<file path="src/rtl/exe_pkg.sv">
// Shared definitions for the execution-unit result path: status layout and
// helpers used by the result buffer and its storage.
package exe_pkg;

   localparam int STATUS_W   = 4;
   localparam int ST_ZERO    = 0;
   localparam int ST_CARRY   = 1;
   localparam int ST_OVF     = 2;
   localparam int ST_ERR     = 3;
   localparam int DROP_CNT_W = 8;

   // Saturating increment for the dropped-write counter.
   function automatic logic [DROP_CNT_W-1:0] sat_inc(input logic [DROP_CNT_W-1:0] v);
      return (v == {DROP_CNT_W{1'b1}}) ? v : v + DROP_CNT_W'(1);
   endfunction

endpackage

</file>
<file path="src/rtl/exe_fifo_mem.sv">
// DEPTH x WIDTH register array with one synchronous write port and one
// asynchronous read port; holds the result-buffer entries.
module exe_fifo_mem #(
   parameter int DEPTH = 4,
   parameter int WIDTH = 8,
   parameter int PTR_W = $clog2(DEPTH)
) (
   input  logic             clk,
   input  logic             we,
   input  logic [PTR_W-1:0] waddr,
   input  logic [WIDTH-1:0] wdata,
   input  logic [PTR_W-1:0] raddr,
   output logic [WIDTH-1:0] rdata
);

   logic [WIDTH-1:0] mem [DEPTH];

   // No reset: contents are only observed through the level-qualified head.
   always_ff @(posedge clk) begin
      if (we) begin
         mem[waddr] <= wdata;
      end
   end

   assign rdata = mem[raddr];

endmodule

</file>
<file path="src/rtl/exe_result_buffer.sv">
// Result FIFO behind the execution unit with valid/ready drain and overflow
// reporting. Define RESBUF_DROP_CNT_EN to add the saturating o_drop_cnt port.
module exe_result_buffer
   import exe_pkg::*;
#(
   parameter int ARG_BITS = 4,
   parameter int DEPTH    = 4
) (
   input  logic                       i_clk,
   input  logic                       i_rst,
   input  logic                       i_wvalid,
   input  logic [ARG_BITS-1:0]        i_result,
   input  logic [STATUS_W-1:0]        i_status,
   output logic                       o_rvalid,
   input  logic                       i_rready,
   output logic [ARG_BITS-1:0]        o_result,
   output logic [STATUS_W-1:0]        o_status,
   output logic [$clog2(DEPTH+1)-1:0] o_level,
   output logic                       o_full,
   output logic                       o_drop,
   output logic                       o_ovf,
   input  logic                       i_clr
`ifdef RESBUF_DROP_CNT_EN
   ,
   output logic [DROP_CNT_W-1:0]      o_drop_cnt
`endif
);

   localparam int PTR_W   = $clog2(DEPTH);
   localparam int LVL_W   = $clog2(DEPTH+1);
   localparam int ENTRY_W = STATUS_W + ARG_BITS;

   typedef struct packed {
      logic [STATUS_W-1:0] status;
      logic [ARG_BITS-1:0] result;
   } exe_entry_t;

   logic [PTR_W-1:0] wr_ptr_reg;
   logic [PTR_W-1:0] rd_ptr_reg;
   logic [LVL_W-1:0] level_reg;
   logic             drop_reg;
   logic             ovf_reg;
   logic             push;
   logic             pop;
   logic             drop_now;
   exe_entry_t       wr_entry;
   exe_entry_t       rd_entry;

   assign o_rvalid = (level_reg != '0);
   assign o_full   = (level_reg == LVL_W'(DEPTH));
   assign o_level  = level_reg;
   assign o_drop   = drop_reg;
   assign o_ovf    = ovf_reg;

   // A full FIFO still accepts a write when the head leaves in the same cycle.
   assign pop      = o_rvalid & i_rready;
   assign push     = i_wvalid & (~o_full | pop);
   assign drop_now = i_wvalid & ~push;

   assign wr_entry = '{status: i_status, result: i_result};
   assign o_result = rd_entry.result;
   assign o_status = rd_entry.status;

   exe_fifo_mem #(
      .DEPTH (DEPTH),
      .WIDTH (ENTRY_W),
      .PTR_W (PTR_W)
   ) u_mem (
      .clk   (i_clk),
      .we    (push),
      .waddr (wr_ptr_reg),
      .wdata (wr_entry),
      .raddr (rd_ptr_reg),
      .rdata (rd_entry)
   );

   always_ff @(posedge i_clk or posedge i_rst) begin
      if (i_rst) begin
         wr_ptr_reg <= '0;
         rd_ptr_reg <= '0;
         level_reg  <= '0;
         drop_reg   <= 1'b0;
         ovf_reg    <= 1'b0;
      end else begin
         if (push) begin
            wr_ptr_reg <= wr_ptr_reg + PTR_W'(1);
         end
         if (pop) begin
            rd_ptr_reg <= rd_ptr_reg + PTR_W'(1);
         end
         case ({push, pop})
            2'b10:   level_reg <= level_reg + LVL_W'(1);
            2'b01:   level_reg <= level_reg - LVL_W'(1);
            default: level_reg <= level_reg;
         endcase
         drop_reg <= drop_now;
         // A fresh drop beats a clear in the same cycle.
         if (drop_now) begin
            ovf_reg <= 1'b1;
         end else if (i_clr) begin
            ovf_reg <= 1'b0;
         end
      end
   end

`ifdef RESBUF_DROP_CNT_EN
   logic [DROP_CNT_W-1:0] drop_cnt_reg;

   always_ff @(posedge i_clk or posedge i_rst) begin
      if (i_rst) begin
         drop_cnt_reg <= '0;
      end else if (i_clr) begin
         drop_cnt_reg <= drop_now ? DROP_CNT_W'(1) : '0;
      end else if (drop_now) begin
         drop_cnt_reg <= sat_inc(drop_cnt_reg);
      end
   end

   assign o_drop_cnt = drop_cnt_reg;
`endif

endmodule
</file>
<file path="config.mk">
export PLATFORM = sky130hd
export DESIGN_NAME = exe_result_buffer
export DESIGN_NICKNAME = d
export VERILOG_FILES = /design/src/rtl/exe_pkg.sv /design/src/rtl/exe_fifo_mem.sv /design/src/rtl/exe_result_buffer.sv
export SDC_FILE = /design/constraint.sdc
export NUM_CORES = 1
export LEC_CHECK = 0
export CORE_AREA = 3 3 60 62
export CTS_BUF_LIST = sky130_fd_sc_hd__clkbuf_8
export CTS_CLUSTER_DIAMETER = 40
export DETAILED_ROUTE_END_ITERATION = 7
export DIE_AREA = 0 0 63 65
export GPL_TIMING_DRIVEN = 0
export PLACE_DENSITY_LB_ADDON = 0.1
export SYNTH_ARGS = -nofsm -noshare
export SYNTH_HDL_FRONTEND = slang
export SYNTH_HIERARCHICAL = 1
export SYNTH_SLANG_ARGS = --single-unit
</file>
<file path="constraint.sdc">
create_clock -name i_clk -period 2.4 [get_ports i_clk]
set_clock_uncertainty 0.05 [all_clocks]
set_input_delay 0.36 -clock i_clk [delete_from_list [all_inputs] [get_ports i_clk]]
set_output_delay 0.36 -clock i_clk [all_outputs]
set_load 0.02 [all_outputs]
</file>
# Word level (Yosys, flattened, before mapping)
# Memories as Yosys holds them, arrays and structs flattened.
# Index checks and enable logic that the tools add are counted.
[totals]
regBits = 9
ram_bits = 32
inputBits = 13
output_inout_bits = 15
wordCells = 27
memories = 1
[memory_table]
columns = ["memory", "depth", "word_bits", "read_ports", "rd_clocked_by_memory_dff", "write_ports", "line", "text"]
rows = [
  ["u_mem.mem", 4, 8, 1, 0, 1, "exe_fifo_mem.sv:16", "logic [WIDTH-1:0] mem [DEPTH];"],
]
[classes]
add_sub_neg = 4
n_eq_ne = 3
n_mux = 5
bitwise_logic = 6
reduce_logical = 3
[op_table]
columns = ["cell", "count"]
rows = [
  ["3-bit case mux with 2 select lines", 1],
  ["2-bit by 1-bit adder with 2-bit output (second input constant)", 2],
  ["1-bit 2-to-1 mux", 4],
  ["2-bit nonzero test", 2],
  ["3-bit by 1-bit adder with 3-bit output (second input constant)", 1],
  ["1-bit bitwise AND", 3],
  ["3-bit == test (second input constant)", 1],
  ["3-bit nonzero test", 1],
  ["3-bit by 1-bit subtractor with 3-bit output (second input constant)", 1],
  ["2-bit by 1-bit == test with 1-bit output (second input constant)", 1],
  ["2-bit == test (second input constant)", 1],
  ["1-bit inverter", 2],
  ["1-bit bitwise OR", 1],
]

# Longest topological paths before layout
[logic_depth]
ltp_word = 7
ltp_mapped = 8
mapped_depth_nobuf = 8

# Cells and area by module
# The synthesis kept the hierarchy.
[by_module_without_submodules]
columns = ["mod", "instances", "cells_each", "area_per_inst_um2"]
rows = [
  ["exe_fifo_mem", 1, 46, 1188.6],
  ["exe_result_buffer", 1, 35, 446.7],
]

# Least setup slack after synthesis
# OpenSTA, ideal clock, no wires.
[synth_timing]
path_kind = "flip-flop to flip-flop"
startpoint = "register level_reg[0], in the netlist o_level[0]"
endpoint = "register level_reg[2], in the netlist o_level[2]"
t_arrival_ns = 2.092
slack_ns = 0.178
path_stages_with_launch = 9
synth_period_minus_slack_ns = 2.222
path_cell_list = "dfrtp_1 -> or3b_4 -> o21ai_4 -> ha_1 -> inv_1 -> fa_1 -> xor2_1 -> nor2_1 -> xor2_1"
[synth_between]
elab_chain_cells = 6
word_cells_on_any_way = 12
classes_between = "add/sub (2); eq/ne (3); mux (1); bitwise (4); reduce/logical (2)"
[synth_lines]
columns = ["item", "line", "text"]
rows = [
  ["start, declared", "exe_result_buffer.sv:40", "logic [LVL_W-1:0] level_reg;"],
  ["start signal, assigned", "exe_result_buffer.sv:92", "2'b10: level_reg <= level_reg + LVL_W'(1);"],
  ["start signal, assigned", "exe_result_buffer.sv:93", "2'b01: level_reg <= level_reg - LVL_W'(1);"],
  ["start signal, assigned", "exe_result_buffer.sv:94", "default: level_reg <= level_reg;"],
  ["3-bit nonzero test / 3-bit == test (equally long branches)", "exe_result_buffer.sv:49, exe_result_buffer.sv:50", ""],
  ["1-bit bitwise AND / 1-bit inverter (equally long branches)", "exe_result_buffer.sv:56, exe_result_buffer.sv:57", ""],
  ["1-bit bitwise OR", "exe_result_buffer.sv:57", "assign push = i_wvalid & (~o_full | pop);"],
  ["1-bit bitwise AND", "exe_result_buffer.sv:57", ""],
  ["2-bit by 1-bit == test with 1-bit output / 2-bit == test (equally long branches)", "exe_result_buffer.sv:91", "case ({push, pop})"],
  ["3-bit case mux with 2 select lines / 2-bit nonzero test (equally long branches)", "n/a", ""],
]
# Parallel ways exist; a longest one is shown, timed or not.
# A chain may end at the register's enable or synchronous reset.

# Worst setup path after layout
[layout_timing]
startpoint = "register level_reg[0], in the netlist o_level[0]"
endpoint = "output o_full"
[layout_between]
elab_chain_cells = 1
[layout_lines]
columns = ["item", "line", "text"]
rows = [
  ["3-bit == test", "exe_result_buffer.sv:50", "assign o_full = (level_reg == LVL_W'(DEPTH));"],
  ["end, declared", "exe_result_buffer.sv:19", "output logic o_full,"],
]
# Every way passes these cells.

==> run_summary.xml <==
<?xml version="1.0" encoding="UTF-8"?>
<metrics>
  <group name="floorplan">
    <metric name="floorplan.die_area" unit="mm2">0.00410</metric>
    <metric name="floorplan.initialDensity" unit="%">53.1</metric>
    <metric name="core_area" unit="mm2">0.00308</metric>
    <metric name="die_wd" unit="um">63</metric>
    <metric name="number_of_ports_placed_on_the_die_boundary" unit="">28</metric>
    <metric name="placementRows" unit="">20</metric>
    <metric name="fp.dieH" unit="um">65</metric>
  </group>
  <group name="clocking">
    <metric name="cts.root.buffer_cell" unit="">sky130_fd_sc_hd__clkbuf_8</metric>
    <metric name="worstSkewPairLatency" unit="ps">280</metric>
    <metric name="cts_tree" unit="">yes</metric>
    <metric name="clkSlewWorstSetupHoldPaths" unit="ps">70</metric>
    <metric name="cts_h_tree_lvls" unit="">2</metric>
    <metric name="cts.path.max_buffers" unit="">2</metric>
    <metric name="cts-hold-fix-buffers" unit="">0</metric>
    <metric name="cts_buffers" unit="">5</metric>
    <metric name="cts_num_sinks" unit="">41</metric>
  </group>
  <group name="place">
    <metric name="gp_congestion" unit="">0.666</metric>
    <metric name="hpwlAfterDp" unit="um">1690</metric>
    <metric name="dpl_cell_area" unit="mm2">0.00196</metric>
    <metric name="port_buffers" unit="">27</metric>
  </group>
  <group name="logic_synthesis">
    <metric name="synth_flop_cell" unit="">sky130_fd_sc_hd__edfxtp_1</metric>
    <metric name="synthDistinctLibCells" unit="">23</metric>
    <metric name="synthArstFlopShare" unit="%">22.0</metric>
    <metric name="synthesis.area" unit="mm2">0.00164</metric>
    <metric name="syn_avg_cell_area" unit="um2">20.2</metric>
    <metric name="synth_edf_count" unit="">32</metric>
    <metric name="synth.yosys.seq_area_share" unit="%">72.5</metric>
    <metric name="postSynthCellCount" unit="">81</metric>
    <metric name="synth-seq-cells" unit="">41</metric>
    <metric name="mappedNetlistNets" unit="">96</metric>
    <metric name="ys_warn_count" unit="">6</metric>
  </group>
  <group name="layout">
    <metric name="final_area" unit="mm2">0.00206</metric>
    <metric name="area.sequential" unit="mm2">0.00119</metric>
    <metric name="final_nets" unit="">130</metric>
    <metric name="largest_register_ff_count" unit="">32</metric>
    <metric name="largest-register" unit="">u_mem/mem</metric>
    <metric name="layout.core_utilization" unit="%">67.0</metric>
    <metric name="synth_to_final_area_change" unit="%">26.1</metric>
    <metric name="layout-drive-gt1-share" unit="%">19.1</metric>
    <metric name="n_antenna_cell" unit="">0</metric>
    <metric name="combined_area_of_the_multi_input_logic_cells" unit="um2">412</metric>
    <metric name="fillers" unit="">232</metric>
  </group>
  <group name="critical_path">
    <metric name="critPathMaxStageDelay" unit="ps">590</metric>
    <metric name="timing.critical_path.required" unit="ps">1990</metric>
    <metric name="worst_r2r_endpoint" unit="">o_level[2]$_DFFE_PP0P_</metric>
    <metric name="cp_data_arrival_time" unit="ps">1850</metric>
    <metric name="timing.critical_path.cells" unit="">or3b_4 &gt; inv_1 &gt; clkdlybuf4s50_1</metric>
    <metric name="category_of_the_most_critical_setup_path" unit="">reg2out</metric>
    <metric name="critical_path.endpoint_type" unit="">primary output</metric>
    <metric name="regToRegStartpoint" unit="">o_level[0]$_DFFE_PP0P_</metric>
    <metric name="cp_max_fo" unit="">6</metric>
    <metric name="cell_count_of_the_worst_reg_to_reg_path" unit="">8</metric>
    <metric name="ff2ff_setup_slack" unit="ps">140</metric>
    <metric name="cpMaxStageDelayCell" unit="">sky130_fd_sc_hd__clkdlybuf4s50_1</metric>
    <metric name="worst_setup_path_start_kind" unit="">register</metric>
  </group>
  <group name="power">
    <metric name="power.net_switching" unit="mW">0.789</metric>
    <metric name="power.share.sequential" unit="%">43.4</metric>
    <metric name="power.leakage" unit="nW">0.826</metric>
    <metric name="fin_total_pwr" unit="mW">2.44</metric>
    <metric name="power.switching_fraction" unit="%">32.4</metric>
    <metric name="clock_power_share" unit="%">16.2</metric>
    <metric name="power.internal" unit="mW">1.65</metric>
    <metric name="vdd_ir_drop_max" unit="mV">0.646</metric>
    <metric name="combPwrFrac" unit="%">40.4</metric>
    <metric name="cellPowerDensity" unit="mW/mm2">1180</metric>
  </group>
  <group name="sta">
    <metric name="period_share" unit="%">94.3</metric>
    <metric name="grt_setup_unrepaired" unit="">no</metric>
    <metric name="max-slew-margin-rel" unit="%">50.9</metric>
    <metric name="finalCriticalPeriod" unit="ps">2260</metric>
    <metric name="setup_violations" unit="">0</metric>
    <metric name="timing.setup.tns" unit="ps">0</metric>
    <metric name="finalHoldViolCount" unit="">0</metric>
    <metric name="report.final.slew_viol_count" unit="">0</metric>
    <metric name="worstMarginPinSlew" unit="ps">733</metric>
    <metric name="maxClockFrequency" unit="GHz">0.442</metric>
  </group>
  <group name="global_route">
    <metric name="grt_first_pass_wirelength" unit="um">4240</metric>
    <metric name="antenna_found_initial" unit="">0</metric>
    <metric name="grt-ovfl-total" unit="">0</metric>
    <metric name="largest_net_degree_at_the_start_of_global_routing" unit="">12</metric>
    <metric name="track_usage" unit="%">14.4</metric>
    <metric name="vias_in_the_first_global_route" unit="">869</metric>
  </group>
  <group name="outcome">
    <metric name="status" unit="">finished, final reports clean</metric>
  </group>
  <group name="routing">
    <metric name="routedWlPerCell" unit="um">15.5</metric>
    <metric name="drtIter0Drc" unit="">18</metric>
    <metric name="firstDrtPassIters" unit="">4</metric>
    <metric name="detailroute.via_count" unit="">803</metric>
    <metric name="routed_wire_length" unit="um">2470</metric>
    <metric name="drtAntennaViolNets" unit="">0</metric>
    <metric name="post-route-drc-count" unit="">0</metric>
    <metric name="post_drt_via_cell_ratio" unit="">5.05</metric>
  </group>
  <group name="worst_hold_path">
    <metric name="hold_path_class" unit="">in2async</metric>
  </group>
  <group name="flow_run">
    <metric name="max-cap-violations" unit="">0</metric>
  </group>
</metrics>
cell usage in the layout, fill, tap and decap left out:
cell / netlist / final
sky130_fd_sc_hd__clkbuf_2: 1 / 1
sky130_fd_sc_hd__o21ai_4: 1 / 1
sky130_fd_sc_hd__or3_2: 1 / 1
sky130_fd_sc_hd__dlymetal6s2s_1: 0 / 8
sky130_fd_sc_hd__dfrtp_1: 9 / 9
sky130_fd_sc_hd__xnor2_1: 4 / 4
sky130_fd_sc_hd__o31a_2: 1 / 1
sky130_fd_sc_hd__nand2_1: 1 / 1
sky130_fd_sc_hd__nor3b_4: 1 / 1
sky130_fd_sc_hd__mux4_2: 8 / 8
sky130_fd_sc_hd__o211ai_2: 1 / 1
sky130_fd_sc_hd__and3b_1: 2 / 2
sky130_fd_sc_hd__a21o_1: 1 / 1
sky130_fd_sc_hd__mux2i_1: 1 / 1
sky130_fd_sc_hd__inv_1: 7 / 8
sky130_fd_sc_hd__nor3b_2: 0 / 1
sky130_fd_sc_hd__xor2_1: 3 / 3
sky130_fd_sc_hd__buf_6: 1 / 1
sky130_fd_sc_hd__clkinv_1: 0 / 1
sky130_fd_sc_hd__clkbuf_8: 0 / 5
sky130_fd_sc_hd__and3_1: 1 / 1
sky130_fd_sc_hd__or3b_4: 1 / 1
sky130_fd_sc_hd__fa_1: 1 / 1
sky130_fd_sc_hd__nor2_1: 1 / 1
sky130_fd_sc_hd__ha_1: 1 / 1
sky130_fd_sc_hd__edfxtp_1: 32 / 32
sky130_fd_sc_hd__clkdlybuf4s50_1: 0 / 19
metal layers:
layer	wire [um]	vias up	track usage, %
li1	-	376	-
met1	1040	399	16.4
met2	1240	23	24.2
met3	137	5	5.37
met4	51	0	6.61
met5	0	-	0
cell families after synthesis:
kind of cell,synth area share [%]
simple gates,4.67
buf+inv,2.60
xor+xnor,3.75
compound gates,2.83
mux,11.6
flops,72.5
fa+ha+maj,1.99
cells in the mapped netlist (2+ instances only):
cell	n	area share (%)
sky130_fd_sc_hd__dfrtp_1	9	14
sky130_fd_sc_hd__mux4_2	8	11
sky130_fd_sc_hd__xor2_1	3	1.6
sky130_fd_sc_hd__xnor2_1	4	2.1
sky130_fd_sc_hd__inv_1	7	1.6
sky130_fd_sc_hd__and3b_1	2	1.1
sky130_fd_sc_hd__edfxtp_1	32	59
final cells by class:
cell class,count,area share [%]
inverter,7,1.27
tap,44,2.67
buffer,2,0.789
timing repair buffer,27,14.1
multi-input combinational,31,20.0
clock inverter,2,0.364
clock buffer,5,3.34
sequential,41,57.5
worst max-delay path by stage:
stage	endpoint	startpoint	depth (start not counted)
2_1_floorplan	o_level[2]$_DFFE_PP0P_	o_level[0]$_DFFE_PP0P_	8
3_3_place_gp	u_mem/mem[0][1]$_DFFE_PP_	i_rready	4
3_5_place_dp	u_mem/mem[0][1]$_DFFE_PP_	i_rready	4
4_1_cts	o_result[3]	rd_ptr_reg[0]$_DFFE_PP0P_	3
5_1_grt	o_level[2]$_DFFE_PP0P_	o_level[0]$_DFFE_PP0P_	8
6_report	o_full	o_level[0]$_DFFE_PP0P_	3
power by group through the flow:
stage / sequential (mW) / combinational (mW) / clock, mW
floorplan: 1.08 / 0.610 / 0
global placement: 1.06 / 1.00 / 0
detailed placement: 1.07 / 1.02 / 0
CTS: 1.06 / 1.03 / 0.412
global route: 1.08 / 1.06 / 0.444
finish: 1.06 / 0.984 / 0.395
worst max-delay path: cells and delay by family (launching register included):
kind          cells  cell delay [ps]
buf+inv           2              660
simple gates      1              470
flops             1              440
metrics by stage:
step	std cells	setup WS, ps	hold slack [ps]
2_1_floorplan	81	178	138
3_3_place_gp	152	-366	409
3_5_place_dp	152	-386	422
4_1_cts	159	16.8	288
5_1_grt	159	34.6	313
6_report	159	137	284
what timing repair did:
| item | 4_1_cts | 5_1_grt |
|---|---|---|
| gates resized for setup | 1 | 8 |
| endpoints found under the hold margin | 0 | 0 |
| cloned | 0 | 0 |
| setup buffers | 0 | 0 |
| setup endpoints to repair | 8 | 8 |
(Power assumes the default switching activity.)
